**config.mk**
```make
export PLATFORM = sky130hd
export DESIGN_NAME = calc_port_scheduler_flat
export DESIGN_NICKNAME = d
export VERILOG_FILES = /design/src/rtl/calc_port_scheduler_pkg.sv /design/src/rtl/calc_port_scheduler_if.sv /design/src/rtl/calc_port_scheduler_rr_arbiter.sv /design/src/rtl/calc_port_scheduler.sv /design/src/flat_wrapper.sv
export SDC_FILE = /design/constraint.sdc
export NUM_CORES = 1
export LEC_CHECK = 0
export ABC_AREA = 1
export CAP_MARGIN = 0
export CORE_MARGIN = 2
export CORE_UTILIZATION = 30
export DETAILED_ROUTE_END_ITERATION = 10
export PLACE_DENSITY_LB_ADDON = 0.15
export SETUP_SLACK_MARGIN = 0.3
export SYNTH_ARGS = -nofsm -noshare
export SYNTH_HDL_FRONTEND = slang
export SYNTH_SLANG_ARGS = --single-unit
```
**constraint.sdc**
```tcl
create_clock -name c_clk -period 2.5 [get_ports c_clk]
set_input_delay 0.5 -clock c_clk [delete_from_list [all_inputs] [get_ports c_clk]]
set_output_delay 0.5 -clock c_clk [all_outputs]
set_load 0.01 [all_outputs]
```
**src/rtl/calc_port_scheduler_pkg.sv**
```systemverilog
// calc1 port scheduler: shared types and helpers.
// Command/response encodings and FSM state types.
package calc_port_scheduler_pkg;

  localparam int NUM_PORTS = 4;

  typedef enum logic [3:0] {
    CMD_NOP = 4'd0,
    CMD_ADD = 4'd1,
    CMD_SUB = 4'd2,
    CMD_SHL = 4'd5,
    CMD_SHR = 4'd6
  } cmd_e;

  typedef enum logic [1:0] {
    RESP_NONE = 2'b00,
    RESP_OK   = 2'b01,
    RESP_ERR  = 2'b10,
    RESP_INV  = 2'b11
  } resp_e;

  typedef enum logic [1:0] {
    P_IDLE,
    P_OP2,
    P_PEND,
    P_ACTIVE
  } port_state_e;

  typedef enum logic [1:0] {
    S_IDLE,
    S_ISSUE,
    S_WAIT,
    S_RESP
  } sched_state_e;

  function automatic logic cmd_valid(input logic [3:0] c);
    logic v;
    v = 1'b0;
    case (c)
      CMD_ADD, CMD_SUB,
      CMD_SHL, CMD_SHR: v = 1'b1;
      default:          v = 1'b0;
    endcase
    return v;
  endfunction

endpackage

```
**src/rtl/calc_port_scheduler_if.sv**
```systemverilog
// calc1 port scheduler: shared ALU request/response bus.
// master = scheduler, slave = ALU.
interface calc_port_scheduler_if #(
  parameter int DATA_W = 32
);

  logic              alu_req;
  logic [3:0]        alu_cmd;
  logic [DATA_W-1:0] alu_op1;
  logic [DATA_W-1:0] alu_op2;
  logic              alu_ack;
  logic              alu_done;
  logic [1:0]        alu_resp;
  logic [DATA_W-1:0] alu_data;

  modport master (
    output alu_req, alu_cmd, alu_op1, alu_op2,
    input  alu_ack, alu_done, alu_resp, alu_data
  );

  modport slave (
    input  alu_req, alu_cmd, alu_op1, alu_op2,
    output alu_ack, alu_done, alu_resp, alu_data
  );

endinterface

```
**src/rtl/calc_port_scheduler_rr_arbiter.sv**
```systemverilog
// calc1 port scheduler: 4-way round-robin picker.
// First pending port at or after ptr wins.
module calc_port_scheduler_rr_arbiter (
  input  logic [3:0] pend,
  input  logic [1:0] ptr,
  output logic [3:0] gnt,
  output logic [1:0] gnt_idx,
  output logic       any_valid
);

  // scan the four ports starting at the pointer, wrapping
  always_comb begin
    logic [1:0] j;
    gnt       = '0;
    gnt_idx   = '0;
    any_valid = 1'b0;
    j         = '0;
    for (int i = 0; i < 4; i++) begin
      j = ptr + 2'(i);
      if (!any_valid && pend[j]) begin
        any_valid = 1'b1;
        gnt_idx   = j;
        gnt[j]    = 1'b1;
      end
    end
  end

endmodule

```
**src/rtl/calc_port_scheduler.sv**
```systemverilog
// calc1 front end: per-port two-cycle capture, round-robin
// sharing of one ALU, local invalid replies, ALU timeout.
module calc_port_scheduler #(
  parameter int NUM_PORTS   = 4,
  parameter int DATA_W      = 32,
  parameter int ALU_TIMEOUT = 64
) (
  input  logic                             c_clk,
  input  logic                             reset,
  input  logic [NUM_PORTS-1:0][3:0]        req_cmd_in,
  input  logic [NUM_PORTS-1:0][DATA_W-1:0] req_data_in,
  output logic [NUM_PORTS-1:0][1:0]        out_resp,
  output logic [NUM_PORTS-1:0][DATA_W-1:0] out_data,
  calc_port_scheduler_if.master            alu,
  output logic                             busy
);

  import calc_port_scheduler_pkg::*;

  if (NUM_PORTS != 4) begin : g_np_check
    $error("calc_port_scheduler supports NUM_PORTS=4 only");
  end

  localparam int CNT_W = $clog2(ALU_TIMEOUT + 1);

  sched_state_e      sched;
  logic [1:0]        rr_ptr;
  logic [1:0]        act_idx;
  logic              inv_pend;
  logic [CNT_W-1:0]  tmo_cnt;

  logic [NUM_PORTS-1:0]             pend;
  logic [NUM_PORTS-1:0]             port_idle;
  logic [NUM_PORTS-1:0][3:0]        cmd_v;
  logic [NUM_PORTS-1:0][DATA_W-1:0] op1_v;
  logic [NUM_PORTS-1:0][DATA_W-1:0] op2_v;

  logic [3:0] gnt_oh;
  logic [1:0] gnt_idx;
  logic       gnt_any;
  logic       grant_fire;
  logic       tmo_hit;
  logic       launch;

  calc_port_scheduler_rr_arbiter u_arb (
    .pend      (pend),
    .ptr       (rr_ptr),
    .gnt       (gnt_oh),
    .gnt_idx   (gnt_idx),
    .any_valid (gnt_any)
  );

  assign grant_fire = (sched == S_IDLE) && gnt_any;
  assign tmo_hit    = tmo_cnt == CNT_W'(ALU_TIMEOUT - 1);
  assign launch     = ((sched == S_WAIT) && (alu.alu_done || tmo_hit))
                   || ((sched == S_RESP) && inv_pend);

  for (genvar i = 0; i < NUM_PORTS; i++) begin : g_port
    port_state_e       st;
    logic [3:0]        cmd_q;
    logic [DATA_W-1:0] op1_q;
    logic [DATA_W-1:0] op2_q;

    // capture cmd+op1, then op2; hold until the response launches
    always_ff @(posedge c_clk or negedge reset) begin
      if (!reset) begin
        st    <= P_IDLE;
        cmd_q <= '0;
        op1_q <= '0;
        op2_q <= '0;
      end else begin
        unique case (st)
          P_IDLE: begin
            if (req_cmd_in[i] != 4'd0) begin
              cmd_q <= req_cmd_in[i];
              op1_q <= req_data_in[i];
              st    <= P_OP2;
            end
          end
          P_OP2: begin
            op2_q <= req_data_in[i];
            st    <= P_PEND;
          end
          P_PEND: begin
            if (grant_fire && gnt_oh[i])
              st <= P_ACTIVE;
          end
          P_ACTIVE: begin
            if (launch && (act_idx == 2'(i)))
              st <= P_IDLE;
          end
        endcase
      end
    end

    assign pend[i]      = st == P_PEND;
    assign port_idle[i] = st == P_IDLE;
    assign cmd_v[i]     = cmd_q;
    assign op1_v[i]     = op1_q;
    assign op2_v[i]     = op2_q;
  end

  // scheduler: grant, issue to ALU, wait/timeout, one-cycle reply
  always_ff @(posedge c_clk or negedge reset) begin
    if (!reset) begin
      sched        <= S_IDLE;
      rr_ptr       <= '0;
      act_idx      <= '0;
      inv_pend     <= 1'b0;
      tmo_cnt      <= '0;
      alu.alu_req  <= 1'b0;
      alu.alu_cmd  <= '0;
      alu.alu_op1  <= '0;
      alu.alu_op2  <= '0;
      out_resp     <= '0;
      out_data     <= '0;
    end else begin
      unique case (sched)
        S_IDLE: begin
          if (gnt_any) begin
            act_idx <= gnt_idx;
            rr_ptr  <= gnt_idx + 2'd1;
            if (cmd_valid(cmd_v[gnt_idx])) begin
              alu.alu_req <= 1'b1;
              alu.alu_cmd <= cmd_v[gnt_idx];
              alu.alu_op1 <= op1_v[gnt_idx];
              alu.alu_op2 <= op2_v[gnt_idx];
              sched       <= S_ISSUE;
            end else begin
              inv_pend <= 1'b1;
              sched    <= S_RESP;
            end
          end
        end
        S_ISSUE: begin
          if (alu.alu_ack) begin
            alu.alu_req <= 1'b0;
            tmo_cnt     <= '0;
            sched       <= S_WAIT;
          end
        end
        S_WAIT: begin
          if (alu.alu_done) begin
            out_resp[act_idx] <= alu.alu_resp;
            out_data[act_idx] <= (alu.alu_resp == RESP_OK)
                               ? alu.alu_data : '0;
            sched             <= S_RESP;
          end else if (tmo_hit) begin
            out_resp[act_idx] <= RESP_INV;
            out_data[act_idx] <= '0;
            sched             <= S_RESP;
          end else begin
            tmo_cnt <= tmo_cnt + CNT_W'(1);
          end
        end
        S_RESP: begin
          if (inv_pend) begin
            inv_pend          <= 1'b0;
            out_resp[act_idx] <= RESP_INV;
            out_data[act_idx] <= '0;
          end else begin
            out_resp <= '0;
            out_data <= '0;
            sched    <= S_IDLE;
          end
        end
      endcase
    end
  end

  // any activity anywhere in the block
  assign busy = (sched != S_IDLE) || (port_idle != '1);

endmodule

```
**src/flat_wrapper.sv**
```systemverilog
// flat-port wrapper written by rule: the top's interface ports become plain ports
module calc_port_scheduler_flat import calc_port_scheduler_pkg::*;
#(
  parameter int NUM_PORTS   = 4,
  parameter int DATA_W      = 32,
  parameter int ALU_TIMEOUT = 64
)
  (c_clk, reset, req_cmd_in, req_data_in, out_resp, out_data, busy, alu_alu_req, alu_alu_cmd, alu_alu_op1, alu_alu_op2, alu_alu_ack, alu_alu_done, alu_alu_resp, alu_alu_data);
  calc_port_scheduler_if #(.DATA_W(DATA_W)) alu_i ();
  input  logic c_clk;
  input  logic reset;
  input  logic [NUM_PORTS-1:0][3:0] req_cmd_in;
  input  logic [NUM_PORTS-1:0][DATA_W-1:0] req_data_in;
  output logic [NUM_PORTS-1:0][1:0] out_resp;
  output logic [NUM_PORTS-1:0][DATA_W-1:0] out_data;
  output logic busy;
  output wire logic [$bits(alu_i.alu_req)-1:0] alu_alu_req;
  output wire logic [$bits(alu_i.alu_cmd)-1:0] alu_alu_cmd;
  output wire logic [$bits(alu_i.alu_op1)-1:0] alu_alu_op1;
  output wire logic [$bits(alu_i.alu_op2)-1:0] alu_alu_op2;
  input wire logic [$bits(alu_i.alu_ack)-1:0] alu_alu_ack;
  input wire logic [$bits(alu_i.alu_done)-1:0] alu_alu_done;
  input wire logic [$bits(alu_i.alu_resp)-1:0] alu_alu_resp;
  input wire logic [$bits(alu_i.alu_data)-1:0] alu_alu_data;
  assign alu_alu_req = alu_i.alu_req;
  assign alu_alu_cmd = alu_i.alu_cmd;
  assign alu_alu_op1 = alu_i.alu_op1;
  assign alu_alu_op2 = alu_i.alu_op2;
  assign alu_i.alu_ack = alu_alu_ack;
  assign alu_i.alu_done = alu_alu_done;
  assign alu_i.alu_resp = alu_alu_resp;
  assign alu_i.alu_data = alu_alu_data;
  calc_port_scheduler #(.NUM_PORTS(NUM_PORTS), .DATA_W(DATA_W), .ALU_TIMEOUT(ALU_TIMEOUT)) u_core (.c_clk(c_clk), .reset(reset), .req_cmd_in(req_cmd_in), .req_data_in(req_data_in), .out_resp(out_resp), .out_data(out_data), .alu(alu_i), .busy(busy));
endmodule
```
==> flow_metrics.py, run 1 <==
metrics = {
    "floorplan": {
        "core_region_area_sq_um": 75950,
        "dieHeight_um": 280.9,
        "row_count": 101,
        "die_x_um": 280.9,
        "ioPinCount": 388,
        "dieArea_sq_um": 78920,
        "start_util_pct": 30.29,
    },
    "placed_design": {
        "pre_cts_ws_ns": -0.2483,
        "place_inst": 4040,
        "dp_hpwl_um": 59850,
        "port_buffers": 387,
        "routabilityCongestion": 0.8289,
    },
    "drt": {
        "final_antenna_net_count": 0,
        "vias": 20819,
        "dr.pass1.iters": 5,
        "wl_per_cell_um": 20.67,
        "wirelength_um": 87130,
        "drtIter0Drc": 1410,
        "post-route-drc-count": 0,
        "viasPerCell": 4.939,
    },
    "job": {
        "drv_cap": 0,
    },
    "timing": {
        "tns_ns": -17.27,
        "fin_crit_ns": 2.794,
        "fin_ws_ns": -0.2943,
        "hold_ws_ns": 0.4138,
        "setup_viol": 71,
        "fin_crit_sh_pct": 111.8,
        "maxSlewHeadroom_pct": 59.94,
        "hold_viol_final": 0,
        "grt_setup_unrepaired": "yes",
        "finalClockSkew_ns": 0.05887,
        "max_clock_freq_mhz": 357.9,
        "slew_viol_final": 0,
        "worst-slew-pin-transition_ns": 0.6009,
    },
    "setup_path": {
        "r2r_cells": 20,
        "reg2reg_setup_slack_ns": -0.29,
        "cp_max_fo": 6,
        "critical_path.cell_chain": "inv_8 > ha_4 > buf_4 > nand2_1 > nand2_1 > nand4_1 > nand3_1 > nand2_2 > inv_4 > buf_4 > nand3_2 > nand2_2 > nand3_4 > nor2_4 > buf_6 > buf_12 > buf_12 > buf_16 > nand2_2 > nand2_2",
        "end_kind": "flip-flop",
        "worstPathArrival_ns": 3.38,
        "slowest_stage": "dfrtp_2",
        "reg2reg_to": "u_core.alu.alu_op1[29]$_DFFE_PN0P_",
        "worstSetupPathType": "reg -> reg",
        "path_common_cell": "nand2_2",
        "path_buf_inv": 8,
        "startpoint_type": "flip-flop",
        "cp_top_family": "simple AND/OR/NAND/NOR gates",
        "cp_data_required_time_ns": 3.09,
        "cpPeakStageDelay_ns": 0.43,
        "r2r-start": "u_core.rr_ptr[0]$_DFFE_PN0P_",
    },
    "synthesis": {
        "yosysWarningCount": 0,
        "synth-async-reset-ratio_pct": 100.0,
        "seq_area_frac_synth_pct": 54.27,
        "ys.flop_type": "dfrtp_1",
        "synth_top_area_share_pct": 54.27,
        "synth_area_leaders": "dfrtp_1 54%, nand2_1 8.7%, o21ai_0 7.4%",
        "avgSynthCellArea_sq_um": 8.702,
        "synth_cells": 2644,
        "syn_area_sq_um": 23010,
        "synth_commonest_cells": "531 x nand2_1, 499 x dfrtp_1, 341 x o21ai_0",
        "synth.most_common_cell": "nand2_1",
        "synth-edff-count": 0,
        "ys_types": 38,
        "ys_ff_latch": 499,
        "syn-num-nets": 2864,
        "synth_largest_area_cell": "dfrtp_1",
    },
    "run_status": {
        "status": "finished, violations left",
        "violations": "setup timing",
    },
    "cells_and_area": {
        "fillers": 7357,
        "multi_input_area_sq_um": 9605,
        "area_growth_pct": 43.46,
        "layout.nets": 3353,
        "seqCellArea_sq_um": 12490,
        "drive_above_1_share_pct": 18.63,
        "finalNonFillerCells": 4215,
    },
    "clock_network": {
        "clock-sinks": 499,
        "cts_tree": "yes",
        "numCtsBuffers": 57,
        "cts.htree.levels": 2,
        "clock_latency_ns": 0.65,
        "clk_path_buf_depth": 3,
        "clk_pin_slew_ns": 0.07,
        "ctsRootBufferMaster": "clkbuf_16",
    },
    "global_routing": {
        "antenna_found_initial": 15,
        "overflow": 0,
        "grt_start_max_net_pins": 74,
        "grt_pass1_wl_um": 130600,
        "grt_pass1_vias": 20806,
        "grtUsageTotal_pct": 21.63,
    },
    "hold_path": {
        "min_from": "req_data_in[127]",
        "whs_path_depth": 3,
        "min_path_type": "in -> reg",
        "min_to": "u_core.g_port[3].op2_q[31]$_DFFE_PN0N_",
    },
    "power": {
        "finalPower_mw": 18.00,
        "vdd_ir_drop_max_uv": 540.9,
        "pwr_density_cell_nw_per_um2": 545.4,
        "p_leak_nw": 15.22,
    },
}
-- worst register-to-register path, delay by kind of cell (launching register included) --
kind                     cells  cell delay (ns)
adder cells (fa/ha/maj)      1             0.30
buffers and inverters        8             0.96
flip-flops                   1             0.43
AND/OR/NAND/NOR             11             1.08
-- layout by cell type (no fill, tap or decap), types with 9 or more instances in the layout --
cell type        count
o211ai_1            12
nand3_1            163
nand2_1            427
dlymetal6s2s_1      10
clkbuf_8            18
buf_12              50
o21ai_0            318
o311ai_2             9
nand2_4             27
clkdlybuf4s50_1    370
clkbuf_16           61
a31o_2               9
o31ai_1             12
inv_1              252
buf_4              111
nand2_2             83
dfrtp_1            495
o21ai_2              9
nor2_1             197
o22ai_1             85
o21ai_1             15
ha_1                25
inv_2               12
a21oi_1            129
mux2_2              70
nand4_1             26
buf_6               27
clkbuf_1             9
buf_16              11
-- through the flow --
step	instance area (sq um)	util (%)
final	33010	43.46
after CTS	32080	42.24
after detailed placement	29090	38.30
after global placement	29090	38.30
after floorplan	23050	-
after global routing	33000	43.45
-- layer usage --
metal,share of wire (%),track usage (%)
met1,42,27.29
met2,48,36.21
met3,7.1,5.387
met4,2.8,6.938
met5,0.14,0
-- cell families after synthesis --
family                     share of synthesized area [%]
AOI/OAI and AO/OA                                  15.15
xor gates and xnor gates                         0.03807
adders and majority gates                          2.066
buffers and inverters                              7.543
DFF                                                54.27
muxes                                              3.426
and+or+nand+nor                                    17.51
-- how the worst max path moves through the flow --
stage                                      start                                  to  slack, ns  cells past startpoint
floorplan           u_core.rr_ptr[0]$_DFFE_PN0P_   u_core.alu.alu_cmd[1]$_DFFE_PN0P_       0.01                     21
global placement    u_core.rr_ptr[0]$_DFFE_PN0P_  u_core.alu.alu_op2[21]$_DFFE_PN0P_      -0.15                     19
detailed placement  u_core.rr_ptr[0]$_DFFE_PN0P_  u_core.alu.alu_op2[20]$_DFFE_PN0P_      -0.25                     19
CTS                 u_core.rr_ptr[0]$_DFFE_PN0P_  u_core.alu.alu_op2[20]$_DFFE_PN0P_      -0.22                     22
global route        u_core.rr_ptr[0]$_DFFE_PN0P_  u_core.alu.alu_op2[26]$_DFFE_PN0P_      -0.46                     21
finish              u_core.rr_ptr[0]$_DFFE_PN0P_  u_core.alu.alu_op1[29]$_DFFE_PN0P_      -0.29                     20
-- power breakdown --
| group | switching [mW] | leakage (nW) | internal (mW) |
|---|---|---|---|
| clock | 3.70 | 1.00 | 5.36 |
| combinational | 0.430 | 8.20 | 0.359 |
| sequential | 0.0318 | 6.02 | 8.12 |
-- registers in the layout, indices dropped and copies added, names as in the netlist, 4 cells and up --
signal	flops
u_core.g_port.cmd_q	16
u_core.tmo_cnt	7
u_core.alu.alu_op1	32
u_core.alu.alu_op2	32
u_core.g_port.op2_q	128
u_core.g_port.st	8
u_core.g_port.op1_q	128
u_core.alu.alu_cmd	4
u_core.out_data	128
u_core.out_resp	8
-- final cells by class --
cell class	instances	share of cell area [%]
sequential	499	37.85
inverter	276	3.283
timing repair buffer	594	19.66
multi-input combinational	1705	29.10
tap	1030	3.904
clock buffer	84	5.174
antenna	7	0.05307
clock inverter	20	0.9780
-- repair_timing --
action                     4_1_cts  5_1_grt
hold buffers                     1        0
cloned                          10        4
resized for setup              151      205
buffers inserted                28       21
hold endpoints to repair        42        0
setup endpoints to repair      104      226
pin swaps                       40       65
No activity file was read; power rests on OpenSTA's default activity.
==> inputs of run 2 (changes only) <==
Settings changed: REMOVE_ABC_BUFFERS set to 1.
==> run 2 against run 1 <==
The run still ends with setup timing left; core utilization rose by 0.091 points; clock-buffer cell count rose by 7; register-to-register slack improved by 0.07 ns; first-iteration DRC count rose by 3.0%; sequential share of layout area fell by 0.086 points; worst setup slack improved by 0.071 ns; clock skew fell by 0.035 ns; critical endpoint is now u_core.alu.alu_op2[30]$_DFFE_PN0P_.
==> flow_metrics.py, run 2 (synthesis results as in run 1) <==
metrics = {
    "timing": {
        "worst-slew-pin-transition_ns": 0.6479,
        "grt_setup_unrepaired": "yes",
        "fin_crit_ns": 2.724,
        "slew_viol_final": 0,
        "maxSlewHeadroom_pct": 56.81,
        "max_clock_freq_mhz": 367.2,
        "finalClockSkew_ns": 0.02380,
        "hold_ws_ns": 0.3846,
        "setup_viol": 71,
        "fin_crit_sh_pct": 108.9,
        "hold_viol_final": 0,
        "fin_ws_ns": -0.2236,
    },
    "placed_design": {
        "dp_hpwl_um": 57760,
        "place_area_sq_um": 29280,
        "routabilityCongestion": 0.8487,
        "place_inst": 4055,
        "port_buffers": 387,
    },
    "drt": {
        "post-route-drc-count": 0,
        "dr.pass1.iters": 5,
        "final_antenna_net_count": 0,
        "drtIter0Drc": 1452,
        "wirelength_um": 88900,
        "viasPerCell": 4.973,
        "vias": 20993,
        "wl_per_cell_um": 21.06,
    },
    "job": {
        "drv_cap": 0,
    },
    "setup_path": {
        "startpoint_type": "flip-flop",
        "cp_top_family": "simple AND/OR/NAND/NOR gates",
        "path_common_cell": "nand2_2",
        "end_kind": "flip-flop",
        "critical_path.cell_chain": "inv_4 > ha_4 > inv_4 > nand3_4 > nand2_8 > nand2_4 > nor2_4 > nand2_4 > nand3_4 > nand2_2 > nand3_1 > nand2_2 > nand2_2 > nand3_4 > nor2_4 > buf_6 > buf_12 > buf_12 > nand2_2 > nand2_1",
        "cpPeakStageDelay_ns": 0.40,
        "slowest_stage": "dfrtp_1",
        "path_buf_inv": 5,
        "worstPathArrival_ns": 3.27,
        "cp_data_required_time_ns": 3.04,
        "cp_max_fo": 7,
        "worstSetupPathType": "reg -> reg",
    },
    "cells_and_area": {
        "layout_commonest_cell": "dfrtp_1",
        "drive_above_1_share_pct": 19.47,
        "finalCoreUtilization_pct": 43.55,
        "area_growth_pct": 43.75,
        "fin_area_sq_um": 33080,
        "layout.nets": 3364,
        "finalNonFillerCells": 4221,
        "final_cell_mix": "497 x dfrtp_1, 428 x nand2_1, 384 x clkdlybuf4s50_1",
        "reg.largest.list": "u_core.g_port.op1_q: 128 flops, u_core.g_port.op2_q: 128 flops, u_core.out_data: 128 flops",
    },
    "clock_network": {
        "clk_path_buf_depth": 3,
        "numCtsBuffers": 57,
        "cts.htree.levels": 2,
        "cts_tree": "yes",
        "ctsRootBufferMaster": "clkbuf_16",
        "clock-sinks": 499,
        "clock_latency_ns": 0.63,
        "clk_pin_slew_ns": 0.06,
    },
    "global_routing": {
        "grt_pass1_vias": 21252,
        "top_usage_layer": "met2",
        "met2_usage_pct": 36.51,
        "antenna_found_initial": 6,
        "use_met1_pct": 28.79,
        "grt_pass1_wl_um": 130700,
        "overflow": 0,
        "grt_util_met3_pct": 2.760,
        "grt_start_max_net_pins": 81,
        "grtUsageTotal_pct": 21.76,
    },
    "run_status": {
        "status": "finished, violations left",
        "violations": "setup timing",
    },
    "floorplan": {
        "row_count": 101,
        "dieHeight_um": 280.9,
        "start_util_pct": 30.29,
        "die_x_um": 280.9,
        "ioPinCount": 388,
        "core_region_area_sq_um": 75950,
        "dieArea_sq_um": 78920,
    },
    "power": {
        "comb_power_share_pct": 4.8,
        "pwr-share-seq_pct": 47.4,
        "clkPwrFrac_pct": 47.9,
        "p_leak_nw": 15.06,
        "pwr_density_cell_nw_per_um2": 520.5,
        "vdd_ir_drop_max_uv": 479.2,
        "p_sw_mw": 3.945,
        "p_int_mw": 13.27,
        "p_sw_share_pct": 22.91,
    },
    "hold_path": {
        "min_path_type": "in -> async",
    },
}
==> run 2: power by group through the flow <==
stage                     sequential [mW]  clock (mW)  combinational [mW]
after global routing                 8.15        8.78               0.897
after CTS                            8.15        8.45               0.817
after detailed placement             8.30           0               0.796
final                                8.15        8.24               0.822
after global placement               8.30           0               0.790
after floorplan                      8.29           0               0.116
==> run 2: layout make-up <==
cell class              instances  area, sq um
well taps                    1030         1289
repair inverters                1        20.02
repair buffers                603         6585
clock buffers                  91         1755
multi-input cells            1706         9734
inverters                     276         1107
flip-flops and latches        499        12490
fillers                      7333        42870
clock inverters                 9        80.08
diodes                          6        15.01
==> run 2: worst paths after layout <==
check / from / end / slack, ns / cells past startpoint
min in group c_clk: req_data_in[97] / u_core.g_port[3].op2_q[1]$_DFFE_PN0N_ / 0.44 / 3
max in group asynchronous: reset / u_core.out_data[28]$_DFFE_PN0P_ / 1.28 / 3
min reg2reg: u_core.alu.alu_op2[20]$_DFFE_PN0P_ / u_core.alu.alu_op2[20]$_DFFE_PN0P_ / 0.47 / 2
min: reset / u_core.g_port[2].op2_q[29]$_DFFE_PN0N_ / 0.38 / 2
max: u_core.rr_ptr[0]$_DFFE_PN0P_ / u_core.alu.alu_op2[30]$_DFFE_PN0P_ / -0.22 / 20
max reg2reg: u_core.rr_ptr[0]$_DFFE_PN0P_ / u_core.alu.alu_op2[30]$_DFFE_PN0P_ / -0.22 / 20
==> run 2: layer usage <==
layer	vias to the layer above	wire, um
met3	165	4012
li1	9783	-
met2	585	42720
met5	-	0
met4	0	3307
met1	10460	38850
==> run 2: what timing repair did <==
item / in CTS / in global routing
setup endpoints to repair: 212 / 217
gates resized for setup: 149 / 233
cloned: 12 / 10
setup buffers: 19 / 18
pin swaps: 41 / 58
endpoints found under the hold margin: 32 / 0
hold buffers: 1 / 0
==> run 2: metrics by stage <==
stage | power (mW) | setup TNS [ns] | worst slack [ns]
after floorplan | 8.407 | -268.43 | -2.977
after global placement | 9.085 | -5.351 | -0.09121
after detailed placement | 9.093 | -9.818 | -0.1698
after CTS | 17.42 | -5.524 | -0.1257
after global routing | 17.83 | -20.77 | -0.3637
final | 17.22 | -10.70 | -0.2236
